**src/rtl/split_output_bcd_if.sv**
```systemverilog
// Bus between the time/date counters and the BCD splitter, and from the
// splitter on to the display multiplexer.
// Optional macro: SPLIT_SEG7_EN adds active-low seven-segment digit outputs.
//
// Handshake: in_valid qualifies total for one rising clk edge; there is no
// ready, so every edge with in_valid high is an accepted transfer. out_valid
// pulses high for exactly one cycle, one cycle after each accepted transfer,
// and left/right/overflow (and seg_* when present) are valid while it is high
// and hold their values afterwards.
interface split_output_bcd_if;
    logic [7:0] total;
    logic       in_valid;
    logic [3:0] left;
    logic [3:0] right;
    logic       out_valid;
    logic       overflow;
`ifdef SPLIT_SEG7_EN
    logic [6:0] seg_left;
    logic [6:0] seg_right;
`endif

    // Producer side: the counters driving a value in, reading the digits back.
    modport master (
        output total,
        output in_valid,
        input  left,
        input  right,
        input  out_valid,
        input  overflow
`ifdef SPLIT_SEG7_EN
        ,
        input  seg_left,
        input  seg_right
`endif
    );

    // Splitter side.
    modport slave (
        input  total,
        input  in_valid,
        output left,
        output right,
        output out_valid,
        output overflow
`ifdef SPLIT_SEG7_EN
        ,
        output seg_left,
        output seg_right
`endif
    );
endinterface

```
**src/rtl/split_output_bcd.sv**
```systemverilog
// Splits an 8-bit binary count (seconds, minutes, hours, day, month) into
// two BCD digits with one registered cycle of latency. Values above MAX_VAL
// saturate to the digits of MAX_VAL and raise overflow.
// Optional macro: SPLIT_SEG7_EN adds registered active-low seven-segment
// codes ({g,f,e,d,c,b,a}) for both digits, blank after reset.
module split_output_bcd #(
    parameter int MAX_VAL = 99
) (
    input logic                clk,
    input logic                rst_n,
    split_output_bcd_if.slave  bus
);

    localparam logic [7:0] MAX_VAL_B = 8'(MAX_VAL);

    logic        over;
    logic [7:0]  clamped;
    logic [15:0] prod;
    logic [3:0]  tens;
    logic [3:0]  units;

`ifdef SPLIT_SEG7_EN
    // Active-low cathodes {g,f,e,d,c,b,a}; anything outside 0-9 blanks.
    function automatic logic [6:0] seg7(input logic [3:0] d);
        logic [6:0] s;
        case (d)
            4'd0:    s = 7'b1000000;
            4'd1:    s = 7'b1111001;
            4'd2:    s = 7'b0100100;
            4'd3:    s = 7'b0110000;
            4'd4:    s = 7'b0011001;
            4'd5:    s = 7'b0010010;
            4'd6:    s = 7'b0000010;
            4'd7:    s = 7'b1111000;
            4'd8:    s = 7'b0000000;
            4'd9:    s = 7'b0010000;
            default: s = 7'b1111111;
        endcase
        return s;
    endfunction
`endif

    // Saturate, then divide by 10 as x*205 >> 11 (exact for every 8-bit x),
    // with the multiply written as shifts and adds. The remainder is formed
    // in 4 bits since it is always below 10, so the wrap is harmless.
    always_comb begin
        over    = (bus.total > MAX_VAL_B);
        clamped = over ? MAX_VAL_B : bus.total;
        prod    = ({8'd0, clamped} << 7) + ({8'd0, clamped} << 6)
                + ({8'd0, clamped} << 3) + ({8'd0, clamped} << 2)
                + {8'd0, clamped};
        tens    = 4'(prod >> 11);
        units   = clamped[3:0] - {tens[2:0], 1'b0} - {tens[0], 3'b000};
    end

    // Output register: reset wins, accepted inputs load, idle cycles hold.
    always_ff @(posedge clk) begin
        if (!rst_n) begin
            bus.left      <= 4'd0;
            bus.right     <= 4'd0;
            bus.out_valid <= 1'b0;
            bus.overflow  <= 1'b0;
`ifdef SPLIT_SEG7_EN
            bus.seg_left  <= 7'b1111111;
            bus.seg_right <= 7'b1111111;
`endif
        end else if (bus.in_valid) begin
            bus.left      <= tens;
            bus.right     <= units;
            bus.out_valid <= 1'b1;
            bus.overflow  <= over;
`ifdef SPLIT_SEG7_EN
            bus.seg_left  <= seg7(tens);
            bus.seg_right <= seg7(units);
`endif
        end else begin
            bus.out_valid <= 1'b0;
        end
    end

endmodule

```
**src/flat_wrapper.sv**
```systemverilog
// flat-port wrapper written by rule: the top's interface ports become plain ports
module split_output_bcd_flat 
#(
    parameter int MAX_VAL = 99
)
  (clk, rst_n, bus_total, bus_in_valid, bus_left, bus_right, bus_out_valid, bus_overflow);
  split_output_bcd_if bus_i ();
  input logic clk;
  input logic rst_n;
  input wire logic [$bits(bus_i.total)-1:0] bus_total;
  input wire logic [$bits(bus_i.in_valid)-1:0] bus_in_valid;
  output wire logic [$bits(bus_i.left)-1:0] bus_left;
  output wire logic [$bits(bus_i.right)-1:0] bus_right;
  output wire logic [$bits(bus_i.out_valid)-1:0] bus_out_valid;
  output wire logic [$bits(bus_i.overflow)-1:0] bus_overflow;
  assign bus_i.total = bus_total;
  assign bus_i.in_valid = bus_in_valid;
  assign bus_left = bus_i.left;
  assign bus_right = bus_i.right;
  assign bus_out_valid = bus_i.out_valid;
  assign bus_overflow = bus_i.overflow;
  split_output_bcd #(.MAX_VAL(MAX_VAL)) u_core (.clk(clk), .rst_n(rst_n), .bus(bus_i));
endmodule
```
**config.mk**
```make
export PLATFORM = sky130hd
export DESIGN_NAME = split_output_bcd_flat
export DESIGN_NICKNAME = d
export VERILOG_FILES = /design/src/rtl/split_output_bcd_if.sv /design/src/rtl/split_output_bcd.sv /design/src/flat_wrapper.sv
export SDC_FILE = /design/constraint.sdc
export NUM_CORES = 1
export LEC_CHECK = 0
export BUFFER_PORTS_ARGS = -buffer_cell sky130_fd_sc_hd__buf_2
export CAP_MARGIN = 20
export CORE_ASPECT_RATIO = 0.7
export CORE_MARGIN = 2
export CORE_UTILIZATION = 35
export DETAILED_ROUTE_END_ITERATION = 6
export PLACE_DENSITY = 0.51
export SYNTH_ARGS = -nofsm -noshare
export SYNTH_HDL_FRONTEND = slang
export SYNTH_SLANG_ARGS = --single-unit
```
**constraint.sdc**
```tcl
create_clock -name clk -period 7.1 [get_ports clk]
set_clock_uncertainty 0.1 [all_clocks]
set_input_delay 0.355 -clock clk [delete_from_list [all_inputs] [get_ports clk]]
set_output_delay 0.355 -clock clk [all_outputs]
set_load 0.02 [all_outputs]
```
==> metrics.md <==
| Metric | Value |
|---|---|
| Starting DRT DRC Count | 35 |
| Post_cts resized | 0 |
| Reg area | 200 um^2 |
| Die Wd | 79.6 um |
| Syn avg cell area | between 9 and 10 um^2 |
| Net count, final | around 220 |
| Antenna-violating nets left | 0 |
| Die area | 4530 um^2 |
| Place WS | ~2000 ps |
| Post-layout min period | roughly 4800 ps |
| Area of placed instances | 1560 um^2 |
| Commonest non-fill, non-tap cells in the layout | 31 x ha_1, 20 x buf_2, 14 x nand2_1, 12 x inv_1, 10 x dfxtp_1 |
| WP data required | between 7000 and 8000 ps |
| Max_cap viols | 0 |
| Ant. Diodes | 0 |
| Initial core utilization | between 30% and 40% |
| Critical path class | in -> reg |
| RSZ-0062 raised after global routing | no |
| Sw frac | between 40 and 50% |
| Detailed Routing Iterations Pass 1 | 4 |
| First-pass GRT wire length | 5.17 mm |
| Register area share after synthesis | 14.3% |
| Sequential fraction of design power | 18.2% |
| Layout Cell Area excl Fill | 1600 um^2 |
| Asr flop ratio synth | 0% |
| Max incr delay on CP | 590 ps |
| Net Switching | about 190 uW |
| I/O pin count | 21 |
| Final non-filler cell total | 220 |
| Mapped cell area | about 1400 um^2 |
| Fin worst setup slack | between 2000 and 2500 ps |
| Worst-Skew Late Latency | approximately 230 ps |
| Mapped Cells | 146 |
| PnR Total Power | roughly 430 uW |
| Final design utilization | 41.4% |
| Routed wire length | around 2.9 mm |
| Cell mode on critical path | fa_1 |
| Critical path buffer and inverter count | 2 |
| Comb power frac | about two thirds |
| Final clock period utilization by the worst path | between 60% and 70% |
| TritonCTS Buffers | 3 |
| Initial antenna violation count | 0 |
| Area of the core | around 3900 um^2 |
| Flop2flop setup slack | between 6000 and 7000 ps |
| Routability cong. | roughly 0.91 |
| Status | finished, final reports clean |
| Pint | between 200 and 250 uW |
| Deepest clock path buffer count | 2 |
| Overall routing resource usage | 14.4% |
| Slew Limit Fails | 0 |
| GRT Residual Overflow | 0 |
| Root Driver | clkbuf_8 |
| Dpl cells | approximately 220 |
| Pwr dens | about 270 nW/um^2 |
| Clock-pin transition on the worst setup and hold timing paths | approximately 50 ps |
| Syn-to-layout area delta | 14.5% |
| CTS tree | built |
| Worst Path Max Fanout | 5 |
| PortBufs | 20 |
| Worst Path Arrival | 4850 ps |
| Site row count | 19 |
| Cell with the largest stage delay on the worst path | fa_1 |
| Via-to-Cell Ratio | approximately 5 |
| CP Launch Type | input pin |
| Number of synthesized flops with an enable pin | 0 |
| Leak Pwr | about 0.84 nW |
| Post-DP HPWL | 2.59 mm |
| Flops & latches, synth | 10 |
| Via count | approximately 1100 |
| Worst Setup End Kind | flip-flop |
| Hold buffer count at CTS | 0 |
| # DRC | 0 |
| Post-synth top flop | dfxtp_1 |
| Highest Clock Rate | ~0.21 GHz |
| Vias in the first global route | between 1000 and 1500 |
| Maximum VDD drop | around 0.13 mV |
| Largest net degree at the start of global routing | 15 |
| Worst hold slack | between 300 and 400 ps |
| Area of the multi-input gates | approximately 1100 um^2 |
| Setup Buffers After CTS | 0 |
| Setup TNS | 0 ps |
| Distinct cells, synth | 36 |
| Clk pwr share | approximately an eighth |
| Count of final setup violators | 0 |
| Kind of cell adding the most delay to the critical path | adder cells |
| Synth Warn # | 0 |
| Final Hold Viols | 0 |
| CTS Sinks | 10 |
| CP cell instances | buf_2 > o311ai_0 > nor2b_1 > nand2_1 > fa_1 > inv_1 > fa_1 > fa_1 > ha_1 > a21o_1 > a21oi_2 > o31ai_4 > a31oi_4 > xnor3_1 > xnor2_1 > a21oi_1 |
| Wire per inst | roughly 13 um |
| Most common cell after layout, fill and taps aside | ha_1 |
| Hold Path Class | in -> reg |
| H-tree levels | 1 |
| Filler cell count | around 420 |
| Share of layout cells above drive strength 1 | between 20% and 30% |
| Die Y | between 50 and 60 um |
==> worst reg2reg max path, stage by stage, from the launching register on <==
cell and delay, ps:
dfxtp_1 320, mux2i_1 130, nor2b_1 70
==> cell families (layout without fill, tap and decap cells) <==
kind of cell	count (synthesis)	after routing	share of synthesized area [%]
buffers and inverters	16	36	4.46
AOI/OAI and AO/OA	27	27	16.1
other	2	4	0.536
xor gates and xnor gates	11	11	7.86
adders and majority gates	40	40	40.5
DFF	10	10	14.3
muxes	5	5	3.57
and+or+nand+nor	35	35	12.7
==> per-layer routing <==
metal,routed length [um],vias up,share of wire [%],GRT usage (%)
met5,0,-,0,0
met3,104,2,3.6,3.01
li1,-,550,-,-
met2,1220,18,43,21.5
met1,1510,500,53,22.1
met4,34,0,1.2,1.97
==> layout make-up <==
| class | count | area share, % |
|---|---|---|
| Sequential cell | 10 | 12.5 |
| Tap cell | 52 | 4.06 |
| Clock buffer | 3 | 2.57 |
| Multi-Input combinational cell | 122 | 71.5 |
| Inverter | 13 | 3.20 |
| Timing Repair Buffer | 20 | 6.24 |
==> Yosys cell counts, types with 2 or more instances <==
master	count	area (um^2)
a21o_2	3	26.3
a21oi_1	7	35.0
a21oi_2	2	17.5
and3_1	2	12.5
clkbuf_1	2	7.51
conb_1	2	7.51
dfxtp_1	10	200
fa_1	9	180
ha_1	31	388
inv_1	12	45.0
mux2i_1	5	50.1
nand2_1	14	52.6
nand3_1	2	10.0
nor2_1	4	15.0
nor2b_1	7	43.8
o211a_1	3	30.0
o21ai_0	4	20.0
xnor2_1	7	61.3
xor2_1	3	26.3
==> worst paths after layout <==
| path | from | to | cells past startpoint |
|---|---|---|---|
| setup / recovery | bus_total[2] | u_core.bus.right[3]$_SDFFE_PN0P_ | 16 |
| hold / removal | rst_n | u_core.bus.right[3]$_SDFFE_PN0P_ | 3 |
| setup reg to reg | u_core.bus.left[1]$_SDFFE_PN0P_ | u_core.bus.left[1]$_SDFFE_PN0P_ | 2 |
| hold reg to reg | u_core.bus.overflow$_SDFFE_PN0P_ | u_core.bus.overflow$_SDFFE_PN0P_ | 1 |
==> power by group through the flow <==
stage | sequential [mW] | combinational [mW] | clock (mW)
5_1_grt | 0.0802 | 0.339 | 0.0609
6_report | 0.0783 | 0.295 | 0.0576
3_3_place_gp | 0.0787 | 0.293 | 0
4_1_cts | 0.0786 | 0.302 | 0.0592
3_5_place_dp | 0.0795 | 0.300 | 0
2_1_floorplan | 0.0970 | 0.216 | 0
==> state kept, by name, indices dropped and copies added (netlist names) <==
| name | cells |
|---|---|
| u_core.bus.out_valid | 1 |
| u_core.bus.overflow | 1 |
| u_core.bus.left | 4 |
| u_core.bus.right | 4 |
Power figures use the tool's default switching activity.
